### config.mk
export PLATFORM = sky130hd
export DESIGN_NAME = pll_reset_sequencer
export DESIGN_NICKNAME = d
export VERILOG_FILES = /design/src/rtl/pll_reset_sequencer_pkg.sv /design/src/rtl/pll_reset_sequencer_sync_2ff.sv /design/src/rtl/pll_reset_sequencer.sv
export SDC_FILE = /design/constraint.sdc
export NUM_CORES = 1
export LEC_CHECK = 0
export ABC_AREA = 1
export CELL_PAD_IN_SITES_DETAIL_PLACEMENT = 0
export CELL_PAD_IN_SITES_GLOBAL_PLACEMENT = 1
export CORE_UTILIZATION = 40
export CTS_CLUSTER_DIAMETER = 200
export DETAILED_ROUTE_END_ITERATION = 6
export GPL_TIMING_DRIVEN = 0
export PLACE_DENSITY = 0.81
export SYNTH_ARGS = -nofsm -noshare
export SYNTH_HDL_FRONTEND = slang
export SYNTH_SLANG_ARGS = --single-unit
### constraint.sdc
create_clock -name clk27mhz -period 1.5 [get_ports clk27mhz]
set_input_delay 0.225 -clock clk27mhz [delete_from_list [all_inputs] [get_ports clk27mhz]]
set_output_delay 0.225 -clock clk27mhz [all_outputs]
set_load 0.03 [all_outputs]
### src/rtl/pll_reset_sequencer_pkg.sv
// rtl/pll_reset_sequencer_pkg.sv - state encoding, default parameters and sizing helpers
package pll_reset_sequencer_pkg;

  typedef enum logic [2:0] {
    ST_PLL_RST   = 3'd0,
    ST_WAIT_LOCK = 3'd1,
    ST_STABLE    = 3'd2,
    ST_RELEASE   = 3'd3,
    ST_RUN       = 3'd4,
    ST_FAULT     = 3'd5
  } state_e;

  localparam int DEF_CHANNELS           = 4;
  localparam int DEF_PLL_RST_CYCLES     = 16;
  localparam int DEF_LOCK_STABLE_CYCLES = 1024;
  localparam int DEF_STEP_CYCLES        = 64;
  localparam int DEF_TIMEOUT_CYCLES     = 65536;
  localparam int DEF_MAX_RETRIES        = 3;

  // Bits needed to hold 0..n-1, never less than one.
  function automatic int cnt_w(input int n);
    return (n > 1) ? $clog2(n) : 1;
  endfunction

  function automatic int max3(input int a, input int b, input int c);
    int m;
    m = (a > b) ? a : b;
    return (m > c) ? m : c;
  endfunction

endpackage

### src/rtl/pll_reset_sequencer_sync_2ff.sv
// rtl/pll_reset_sequencer_sync_2ff.sv - two-flop synchroniser with async active-low reset
module pll_reset_sequencer_sync_2ff (
  input  logic clk_i,
  input  logic rst_ni,
  input  logic d_i,
  output logic q_o
);

  logic meta_q;
  logic sync_q;

  always_ff @(posedge clk_i or negedge rst_ni) begin
    if (!rst_ni) begin
      meta_q <= 1'b0;
      sync_q <= 1'b0;
    end else begin
      meta_q <= d_i;
      sync_q <= meta_q;
    end
  end

  assign q_o = sync_q;

endmodule

### src/rtl/pll_reset_sequencer.sv
// rtl/pll_reset_sequencer.sv - PLL supervisor: PLL reset, lock qualification, ordered channel release
module pll_reset_sequencer
  import pll_reset_sequencer_pkg::*;
#(
  parameter int CHANNELS           = DEF_CHANNELS,
  parameter int PLL_RST_CYCLES     = DEF_PLL_RST_CYCLES,
  parameter int LOCK_STABLE_CYCLES = DEF_LOCK_STABLE_CYCLES,
  parameter int STEP_CYCLES        = DEF_STEP_CYCLES,
  parameter int TIMEOUT_CYCLES     = DEF_TIMEOUT_CYCLES,
  parameter int MAX_RETRIES        = DEF_MAX_RETRIES
) (
  input  logic                               clk27mhz,
  input  logic                               rst,
  input  logic                               pll_lock,
  input  logic                               force_relock,
  output logic                               pll_reset,
  output logic [CHANNELS-1:0]                chan_rst_n,
  output logic                               all_ready,
  output logic                               fault,
  output logic [cnt_w(MAX_RETRIES+1)-1:0]    retry_count
);

  localparam int CW = cnt_w(max3(PLL_RST_CYCLES, LOCK_STABLE_CYCLES, STEP_CYCLES));
  localparam int TW = cnt_w(TIMEOUT_CYCLES);
  localparam int RW = cnt_w(MAX_RETRIES + 1);

  localparam logic [CW-1:0] RST_LAST  = CW'(PLL_RST_CYCLES - 1);
  // The WAIT_LOCK cycle that first sees lock counts as the first stable cycle.
  localparam logic [CW-1:0] STAB_LAST = CW'((LOCK_STABLE_CYCLES >= 2) ? LOCK_STABLE_CYCLES - 2 : 0);
  localparam logic [CW-1:0] STEP_LAST = CW'(STEP_CYCLES - 1);
  localparam logic [TW-1:0] TMO_LAST  = TW'(TIMEOUT_CYCLES - 1);
  localparam logic [RW-1:0] RETRY_MAX = RW'(MAX_RETRIES);

  state_e        state_q;
  logic [CW-1:0] cnt_q;
  logic [TW-1:0] tmo_q;
  logic [RW-1:0] retry_q;
  logic          lock_s;
  logic          stable_done;
  logic          restart;

  pll_reset_sequencer_sync_2ff u_lock_sync (
    .clk_i  (clk27mhz),
    .rst_ni (rst),
    .d_i    (pll_lock),
    .q_o    (lock_s)
  );

  assign stable_done = lock_s && ((state_q == ST_WAIT_LOCK) ? (LOCK_STABLE_CYCLES == 1)
                                                            : (cnt_q == STAB_LAST));
  assign restart = force_relock ||
                   (((state_q == ST_RELEASE) || (state_q == ST_RUN)) && !lock_s);

  always_ff @(posedge clk27mhz or negedge rst) begin
    if (!rst) begin
      state_q    <= ST_PLL_RST;
      cnt_q      <= '0;
      tmo_q      <= '0;
      retry_q    <= '0;
      pll_reset  <= 1'b1;
      chan_rst_n <= '0;
      all_ready  <= 1'b0;
      fault      <= 1'b0;
    end else if (restart) begin
      state_q    <= ST_PLL_RST;
      cnt_q      <= '0;
      tmo_q      <= '0;
      retry_q    <= '0;
      pll_reset  <= 1'b1;
      chan_rst_n <= '0;
      all_ready  <= 1'b0;
      fault      <= 1'b0;
    end else begin
      case (state_q)
        ST_PLL_RST: begin
          if (cnt_q == RST_LAST) begin
            state_q   <= ST_WAIT_LOCK;
            cnt_q     <= '0;
            tmo_q     <= '0;
            pll_reset <= 1'b0;
          end else begin
            cnt_q <= cnt_q + 1'b1;
          end
        end
        ST_WAIT_LOCK, ST_STABLE: begin
          if (stable_done) begin
            state_q    <= ST_RELEASE;
            cnt_q      <= '0;
            chan_rst_n <= CHANNELS'(1);
          end else if (tmo_q == TMO_LAST) begin
            cnt_q     <= '0;
            tmo_q     <= '0;
            pll_reset <= 1'b1;
            if (retry_q < RETRY_MAX) begin
              retry_q <= retry_q + 1'b1;
              state_q <= ST_PLL_RST;
            end else begin
              state_q <= ST_FAULT;
              fault   <= 1'b1;
            end
          end else begin
            tmo_q <= tmo_q + 1'b1;
            if (!lock_s) begin
              state_q <= ST_WAIT_LOCK;
            end else if (state_q == ST_WAIT_LOCK) begin
              state_q <= ST_STABLE;
              cnt_q   <= '0;
            end else begin
              cnt_q <= cnt_q + 1'b1;
            end
          end
        end
        ST_RELEASE: begin
          if (cnt_q == STEP_LAST) begin
            cnt_q <= '0;
            if (chan_rst_n[CHANNELS-1]) begin
              state_q   <= ST_RUN;
              all_ready <= 1'b1;
            end else begin
              chan_rst_n <= (chan_rst_n << 1) | CHANNELS'(1);
            end
          end else begin
            cnt_q <= cnt_q + 1'b1;
          end
        end
        ST_RUN, ST_FAULT: begin
          state_q <= state_q;
        end
        default: begin
          state_q    <= ST_PLL_RST;
          cnt_q      <= '0;
          tmo_q      <= '0;
          pll_reset  <= 1'b1;
          chan_rst_n <= '0;
          all_ready  <= 1'b0;
        end
      endcase
    end
  end

  assign retry_count = retry_q;

endmodule

Yosys cells after proc, flatten, opt, wreduce, memory -nomap -nowiden
Index checks and enable logic that the tools add are counted.

Flip-flop bits (word level): 40. Bits of input ports: 4.

Multiplexer cells: 48. $lt $le $gt $ge: 1. Reductions and logical operators: 23. Eq/ne operators: 24. $add $sub $neg: 3.

Operators with widths (count): 2-to-1 mux 10 bit (7); 2-to-1 mux 16 bit (4); one-hot mux 16 bit (3 select lines) (1); one-hot mux 10 bit (4 select lines) (1); 2-to-1 mux 3 bit (9); != test 3 bit (second input constant) (6); adder 16 x 1 -> 16 bit (second input constant) (1); equality test 16 bit (second input constant) (1); 2-to-1 mux 4 bit (4); AND reduction 4 bit (4); 2-to-1 mux 1 bit (13); one-hot mux 3 bit (4 select lines) (1); one-hot mux 4 bit (3 select lines) (1); adder 10 x 1 -> 10 bit (second input constant) (1); equality test 10 bit (second input constant) (1); equality test 10 x 4 -> 1 bit (second input constant) (1); equality test 10 x 6 -> 1 bit (second input constant) (1); 2-to-1 mux 2 bit (5); AND reduction 3 bit (3); != test 2 x 1 -> 1 bit (second input constant) (4); equality test 3 x 2 -> 1 bit (second input constant) (2); equality test 3 bit (second input constant) (2); != test 6 bit (second input constant) (1); nonzero test 2 bit (3); 17 further kinds (22).

Longest topological paths before layout
Gate-level depths: netlist (run 1).

Depth in word-level cells: 7. Depth in mapped cells: 13. Gate-level depth less buffers: 13.

By module
A second synthesis (run 1) with hierarchy kept.

Cells, all modules: 387. Area, all modules: 2751.4 um2.

By module, submodules not included: pll_reset_sequencer (seq. area each 952.2 um2, cells an instance 385, area an instance 2701.3 um2, instances 1); pll_reset_sequencer_sync_2ff (seq. area each 50.0 um2, cells an instance 2, area an instance 50.0 um2, instances 1).

Least setup slack after synthesis (run 1)
OpenSTA, ideal clock, no wires.

Path type: reg-to-reg. From: reg tmo_q[0]. To: reg cnt_q[8]. Buffers on the path: 1. Period minus slack after synthesis: 1.664 ns. Required time: 1.424 ns. Stages on the path, launching flop included: 11. Arrival: 1.588 ns. Slack: -0.164 ns. Path through: dfrtp_1 > ha_1 > nand2_1 > nor2_4 > nand2_2 > nor2_4 > nor2_2 > a21boi_4 > buf_6 > nand3_1 > o21ai_1.

Longest elaborated chain between the ends: 5. Elaborated cells on any way between the ends: 7. Classes of those cells: eq/ne: 2; mux: 4; reduce/logical: 1.

RTL lines: from (decl) (RTL line pll_reset_sequencer.sv:36) `logic [TW-1:0] tmo_q;`; from (signal assigned) (RTL line pll_reset_sequencer.sv:102) `tmo_q <= tmo_q + 1'b1;`; equality test 16 bit * (RTL line pll_reset_sequencer.sv:90) `end else if (tmo_q == TMO_LAST) begin`; 2-to-1 mux 10 bit (RTL line pll_reset_sequencer.sv:90); 2-to-1 mux 10 bit (RTL line pll_reset_sequencer.sv:86) `if (stable_done) begin`; one-hot mux 10 bit (4 select lines) (RTL line pll_reset_sequencer.sv:74) `case (state_q)`; 2-to-1 mux 10 bit (RTL line pll_reset_sequencer.sv:64) `end else if (restart) begin`; to (signal assigned) (RTL line pll_reset_sequencer.sv:82) `cnt_q <= cnt_q + 1'b1;`; to (signal assigned) (RTL line pll_reset_sequencer.sv:109) `cnt_q <= cnt_q + 1'b1;`; to (signal assigned) (RTL line pll_reset_sequencer.sv:123) `cnt_q <= cnt_q + 1'b1;`; to (decl) (RTL line pll_reset_sequencer.sv:35) `logic [CW-1:0] cnt_q;`.

Mark *: on every way between the ends. The rest lies on a longest branch, timed or not. A chain may end at the register's enable or synchronous reset.

Worst setup path in the final report (run 1)
From: reg cnt_q[0]. To: reg tmo_q[4].

Longest elaborated chain between the ends: 5. Elaborated cells on any way between the ends: 7. Classes of those cells: eq/ne: 4; mux: 1; reduce/logical: 2.

RTL lines: equality test 10 bit (RTL line pll_reset_sequencer.sv:50) `: (cnt_q == STAB_LAST));`; 2-to-1 mux 1 bit (RTL line pll_reset_sequencer.sv:49) `assign stable_done = lock_s && ((state_q == ST_WAIT_LOCK) ? (LOCK_STABLE_CYCLES == 1)`; logical AND 1 bit (RTL line pll_reset_sequencer.sv:49); != test 3 bit (no line); AND reduction 3 bit (no line) *.

Marks and branches as above.

==> results of run 1 <==
==> layer usage <==
metal / part of all wire (%) / routed length (µm) / track usage [%] / vias to the layer above
li1: - / - / - / 1390
met3: 2.3 / 182 / 2.95 / 12
met5: 0 / 0 / 0 / -
met1: 45 / 3610 / 28.4 / 1357
met2: 51 / 4090 / 41.4 / 36
met4: 1.2 / 97 / 5.08 / 0
==> cells by family after synthesis <==
logic type                 Yosys count  synth area share, %
xor gates and xnor gates            11                 3.55
AOI/OAI and AO/OA                   38                 8.53
adders and majority gates            4                 1.85
DFF                                 40                 36.9
and+or+nand+nor                    249                 41.8
buffers and inverters               43                 7.29
==> power breakdown <==
| group | total (mW) | internal [mW] | switching, mW |
|---|---|---|---|
| registers | 1.38 | 1.22 | 0.155 |
| logic | 3.50 | 1.47 | 2.03 |
| clock network | 0.776 | 0.376 | 0.399 |
==> layout make-up <==
cell class              instances  area, µm²  area share [%]
inverters                      36        145            3.70
repair buffers                 62        538            13.7
clock buffers                   8       90.1            2.30
well taps                      77       96.3            2.46
multi-input cells             304       1950            49.6
flip-flops and latches         40       1010            25.9
plain buffers                   7       91.3            2.33
==> path summary, 6_finish.rpt <==
path                                              to  slack [ns]  depth (start not counted)                    startpoint
max                             tmo_q[4]$_DFFE_PN0P_       -0.26                         10          cnt_q[0]$_DFFE_PN0P_
min                        u_lock_sync.q_o$_DFF_PN0_        0.36                          0  u_lock_sync.meta_q$_DFF_PN0_
max reg2reg                     tmo_q[4]$_DFFE_PN0P_       -0.26                         10          cnt_q[0]$_DFFE_PN0P_
min reg2reg                u_lock_sync.q_o$_DFF_PN0_        0.36                          0  u_lock_sync.meta_q$_DFF_PN0_
max in group asynchronous      pll_reset$_DFFE_PN1P_        0.58                          3                           rst
min in group asynchronous       cnt_q[3]$_DFFE_PN0P_        0.38                          2                           rst
==> through the flow <==
step / util, % / cells / hold slack, ns / area (µm²) / setup slack [ns]
after detailed placement: 46.9 / 475 / 0.155 / 3030 / -0.434
after global placement: 46.6 / 474 / 0.333 / 3010 / -0.958
after floorplan: - / 385 / -0.0706 / 2800 / -0.0731
after CTS: 55.3 / 519 / 0.359 / 3570 / -0.240
final: 60.8 / 534 / 0.356 / 3920 / -0.257
after global routing: 60.8 / 534 / 0.357 / 3920 / -0.367
==> repair_timing <==
action                                  CTS  global route
hold buffers                              1             0
endpoints found under the setup margin   47            38
setup buffers                            31            14
hold endpoints to repair                 12             0
gates cloned                              4             1
pin swaps                                19            34
resized for setup                        62            67
==> critical path: cells and delay by family, from the launching register on <==
| kind | cells | cell delay (ns) |
|---|---|---|
| adder cells (fa/ha/maj) | 1 | 0.14 |
| flip-flops | 1 | 0.45 |
| buffers and inverters | 2 | 0.28 |
| AO/OA/AOI/OAI | 1 | 0.05 |
| AND/OR/NAND/NOR | 6 | 0.72 |
==> state kept, by name (all words and copies together), names as in the netlist <==
name,flops
pll_reset,1
u_lock_sync.meta_q,1
retry_count,2
u_lock_sync.q_o,1
chan_rst_n,4
all_ready,1
tmo_q,16
fault,1
state_q,3
cnt_q,10
==> cells in the final DEF (no fill, tap or decap), drive strengths merged <==
master         count
a21boi             1
a21oi              5
a31o               1
a31oi              1
buf               56
clkbuf             9
clkdlybuf4s50      2
dfrtp             39
dfstp              1
dlygate4sd2        9
dlygate4sd3        1
ha                 4
inv               36
nand2            134
nand3             39
nand4             11
nor2              54
nor3               8
o2111ai            1
o21a               1
o21ai             26
o21bai             2
or2                5
xnor2              1
xor2              10
==> flow_summary.yaml, run 1 <==
run:
  drv_cap: 0
die:
  boundaryPins: 13
  chipHeight_um: 84.4
  die_area_um2: 7110
  num_rows: 29
  core_area_um2: 6460
  start_util_pct: 42.0
  die_x_um: 84.4
critical_path:
  max_stage_delay_ns: 0.45
  worst_setup_path_start_kind: "register"
  cp_common_cell: "nand3_4"
  crit_type: "register to register"
  cpMaxStageDelayCell: "dfrtp_2"
  crit_required_ns: 1.69
  cp_cell_sequence: "inv_2 > ha_4 > nand2_2 > nor2_1 > nand2_1 > nor2_4 > nand3_4 > nand3_4 > clkbuf_16 > o21ai_2"
  path_max_fanout: 6
  crit_arrival_ns: 1.94
  cp-end-kind: "register"
timing:
  setup_viol: 37
  drv_slew: 0
  fin_crit_sh_pct: 117
  setup_tns_ns: -7.72
  rsz0062_at_grt: "yes"
  timing.final.ws_setup_ns: -0.257
  max_freq_mhz: 569
  slew_headroom_pct: 75.6
  hold_violations: 0
  skew_ns: 0.00546
  layout_min_cycle_time_ns: 1.76
  worstMarginPinSlew_ns: 0.365
run_status:
  violations: "negative setup slack"
  status: "finished, violations left"
power_and_ir_drop:
  power_mw: 5.65
  p_leak_nw: 1.80
  ir_drop_v: 0.000856
  powerDensity_nw_per_um2: 1440
route:
  dr.first_iter.drc_count: 96
  totalWireLength_um: 7980
  vias_per_cell: 5.23
  ant_nets: 0
  wl_per_cell_um: 14.9
  drt_first_pass_iters: 5
  vias: 2795
  drc: 0
logic_synthesis:
  netlist_area_um2: 2710
  syn_nets: 393
  yosysMostFrequentCell: "nand2_1"
  synth_ff_type: "dfrtp_1"
  ys_ff_latch: 40
  synth_area_leaders: "dfrtp_1, nand2_1, nor2_1"
  synth_top_cell_area_share_pct: 36.0
  synth_top_cell_by_area: "dfrtp_1"
  postSynthAreaPerCell_um2: 7.05
  async_reset_ff_share_pct: 100
  ys.warnings.count: 0
  syn_inst: 385
  ys_types: 34
  synth_edf_count: 0
  synth.top_cells.by_count: "nand2_1, nor2_1, dfrtp_1"
  yosysSeqAreaShare_pct: 36.9
placement:
  gp_congestion: 0.800
  port_buffers: 12
  hpwl_um: 4910
clock_network:
  clock_path_buffers: 2
  numCtsBuffers: 5
  cts_tree: "built"
  clockRootBuffer: "clkbuf_8"
  clk_pin_slew_ns: 0.08
  clk_latency_ns: 0.30
  clkSinkCount: 40
  h-tree-depth: 2
cells_and_area:
  nFillCells: 608
  drive_above_1_share_pct: 40.0
  num_antenna_cells: 0
  final_nets: 464
  syn_to_final_growth_pct: 44.6
global_route:
  grt_antenna_before_repair: 0
  grt_max_degree: 29
  grt_overflow_total: 0
  grt_pass1_vias: 2651
  grt_pass1_wl_um: 12800
  grt_use_total_pct: 22.6
hold_path:
  holdCritPathClass: "register to register"
Power figures use the tool's default switching activity.
==> inputs of run 2 (changes only) <==
--- a/config.mk
+++ b/config.mk
@@ -12,6 +12,7 @@
 export CTS_CLUSTER_DIAMETER = 200
 export DETAILED_ROUTE_END_ITERATION = 6
 export GPL_TIMING_DRIVEN = 0
+export MAX_ROUTING_LAYER = met4
 export PLACE_DENSITY = 0.81
 export SYNTH_ARGS = -nofsm -noshare
 export SYNTH_HDL_FRONTEND = slang
==> run 2 against run 1 <==
The run still ends with negative setup slack left; power about the same; sequential cell count stayed put; count of clock-buffer cells in the layout unchanged.
==> flow_summary.yaml, run 2 (synthesis results as in run 1) <==
run_status:
  status: "finished, violations left"
  violations: "negative setup slack"
cells_and_area:
  reg.largest.list: "tmo_q (16), cnt_q (10), chan_rst_n (4)"
  largest_reg_flops: 16
  final_nets: 464
  syn_to_final_growth_pct: 44.6
  drive_above_1_share_pct: 40.0
  regMostFlops: "tmo_q"
  finalInstanceArea_um2: 3920
  final_cell_mix: "nand2_1, buf_4, nor2_1"
  mostFrequentLayoutCell: "nand2_1"
  num_antenna_cells: 0
  final_util_pct: 60.8
route:
  wl_met3_um: 150
  totalWireLength_um: 7970
  vias: 2792
  drt_first_pass_iters: 4
  dr.first_iter.drc_count: 84
  top_layer: "met4"
  wl_per_cell_um: 14.9
  vias_per_cell: 5.23
  ant_nets: 0
  wl_met1_um: 3640
  route.met2.wl_um: 4100
  drc: 0
global_route:
  grt_use_total_pct: 23.3
  grt_antenna_before_repair: 0
  grt_overflow_total: 0
  grt_pass1_wl_um: 12800
  grt_pass1_vias: 2651
  grt_max_degree: 29
power_and_ir_drop:
  intPower_mw: 3.07
  p_comb_share_pct: 61.9
  clock_power_share_pct: 13.7
  power_mw: 5.65
  p_leak_nw: 1.80
  powerDensity_nw_per_um2: 1440
  power_frac_seq_pct: 24.4
  ir_drop_v: 0.000856
  switching_share_pct: 45.6
  switchingPower_mw: 2.58
placement:
  hpwl_um: 4910
  port_buffers: 12
  postPlaceCellArea_um2: 3030
  gp_congestion: 0.811
timing:
  timing.final.ws_setup_ns: -0.258
  layout_min_cycle_time_ns: 1.76
  fin_crit_sh_pct: 117
  fin_hold_ws_ns: 0.356
  drv_slew: 0
  hold_violations: 0
  setup_viol: 37
  max_freq_mhz: 569
  slew_headroom_pct: 75.6
  worstMarginPinSlew_ns: 0.365
  rsz0062_at_grt: "yes"
  skew_ns: 0.00592
clock_network:
  cts_tree: "built"
  clockRootBuffer: "clkbuf_8"
  h-tree-depth: 2
  clkSinkCount: 40
  numCtsBuffers: 5
  clk_pin_slew_ns: 0.08
  clk_latency_ns: 0.30
  clock_path_buffers: 2
die:
  core_area_um2: 6460
  num_rows: 29
  boundaryPins: 13
  die_area_um2: 7110
  start_util_pct: 42.0
  chipHeight_um: 84.4
  die_x_um: 84.4
critical_path:
  crit_arrival_ns: 1.95
  path_max_fanout: 6
  worst_setup_path_start_kind: "register"
  max_stage_delay_ns: 0.45
  cp_cell_sequence: "inv_2 > ha_4 > nand2_2 > nor2_1 > nand2_1 > nor2_4 > nand3_4 > nand3_4 > clkbuf_16 > o21ai_2"
  cp-end-kind: "register"
  crit_required_ns: 1.69
  crit_type: "register to register"
  cpMaxStageDelayCell: "dfrtp_2"
  cp_common_cell: "nand3_4"
hold_path:
  holdCritPathClass: "register to register"
run:
  drv_cap: 0
run 2: through the flow:
step	cells	setup TNS, ns	setup WS [ns]
final	534	-7.72	-0.258
after global routing	534	-11.32	-0.367
after CTS	519	-7.17	-0.240
after detailed placement	475	-12.63	-0.434
after global placement	474	-49.69	-0.958
after floorplan	385	-1.23	-0.0731
run 2: worst paths after layout:
check                                              from                   endpoint  slack, ns  depth (start not counted)
min reg2reg                u_lock_sync.meta_q$_DFF_PN0_  u_lock_sync.q_o$_DFF_PN0_       0.36                          0
min in group asynchronous                           rst       cnt_q[3]$_DFFE_PN0P_       0.38                          2
min                        u_lock_sync.meta_q$_DFF_PN0_  u_lock_sync.q_o$_DFF_PN0_       0.36                          0
max                                cnt_q[0]$_DFFE_PN0P_       tmo_q[4]$_DFFE_PN0P_      -0.26                         10
max reg2reg                        cnt_q[0]$_DFFE_PN0P_       tmo_q[4]$_DFFE_PN0P_      -0.26                         10
max in group asynchronous                           rst      pll_reset$_DFFE_PN1P_       0.58                          3
run 2: area by class of cell:
cell class	instances	area [µm²]
Tap cell	77	96.3
Multi-Input combinational cell	304	1950
Sequential cell	40	1010
Clock buffer	8	90.1
Inverter	36	145
Fill cell	608	2530
Timing Repair Buffer	62	538
Buffer	7	91.3
run 2: worst max-delay path: cells and delay by family (launching register included):
| kind | cells | cell delay (ns) |
|---|---|---|
| adder cells (fa/ha/maj) | 1 | 0.14 |
| flip-flops | 1 | 0.45 |
| AND/OR/NAND/NOR | 6 | 0.72 |
| AO/OA/AOI/OAI | 1 | 0.05 |
| buffers and inverters | 2 | 0.28 |
run 2: what timing repair did:
item	in CTS	in global routing
cloned	4	1
pin swaps	19	34
hold endpoints to repair	12	0
setup buffers	31	14
endpoints found under the setup margin	47	38
resized for setup	62	67
hold buffers	1	0
run 2: routing by layer:
metal | up-vias | GRT usage, %
met1 | 1369 | 28.4
met2 | 28 | 41.4
met3 | 8 | 2.95
met4 | 0 | 5.08
li1 | 1387 | -
met5 | - | -
run 2: power by group through the flow:
stage	clock network, mW	logic, mW	registers, mW
final	0.774	3.50	1.38
after global routing	0.827	3.74	1.40
after CTS	0.786	2.97	1.36
after detailed placement	0	2.19	1.37
after global placement	0	2.16	1.37
after floorplan	0	1.52	1.46
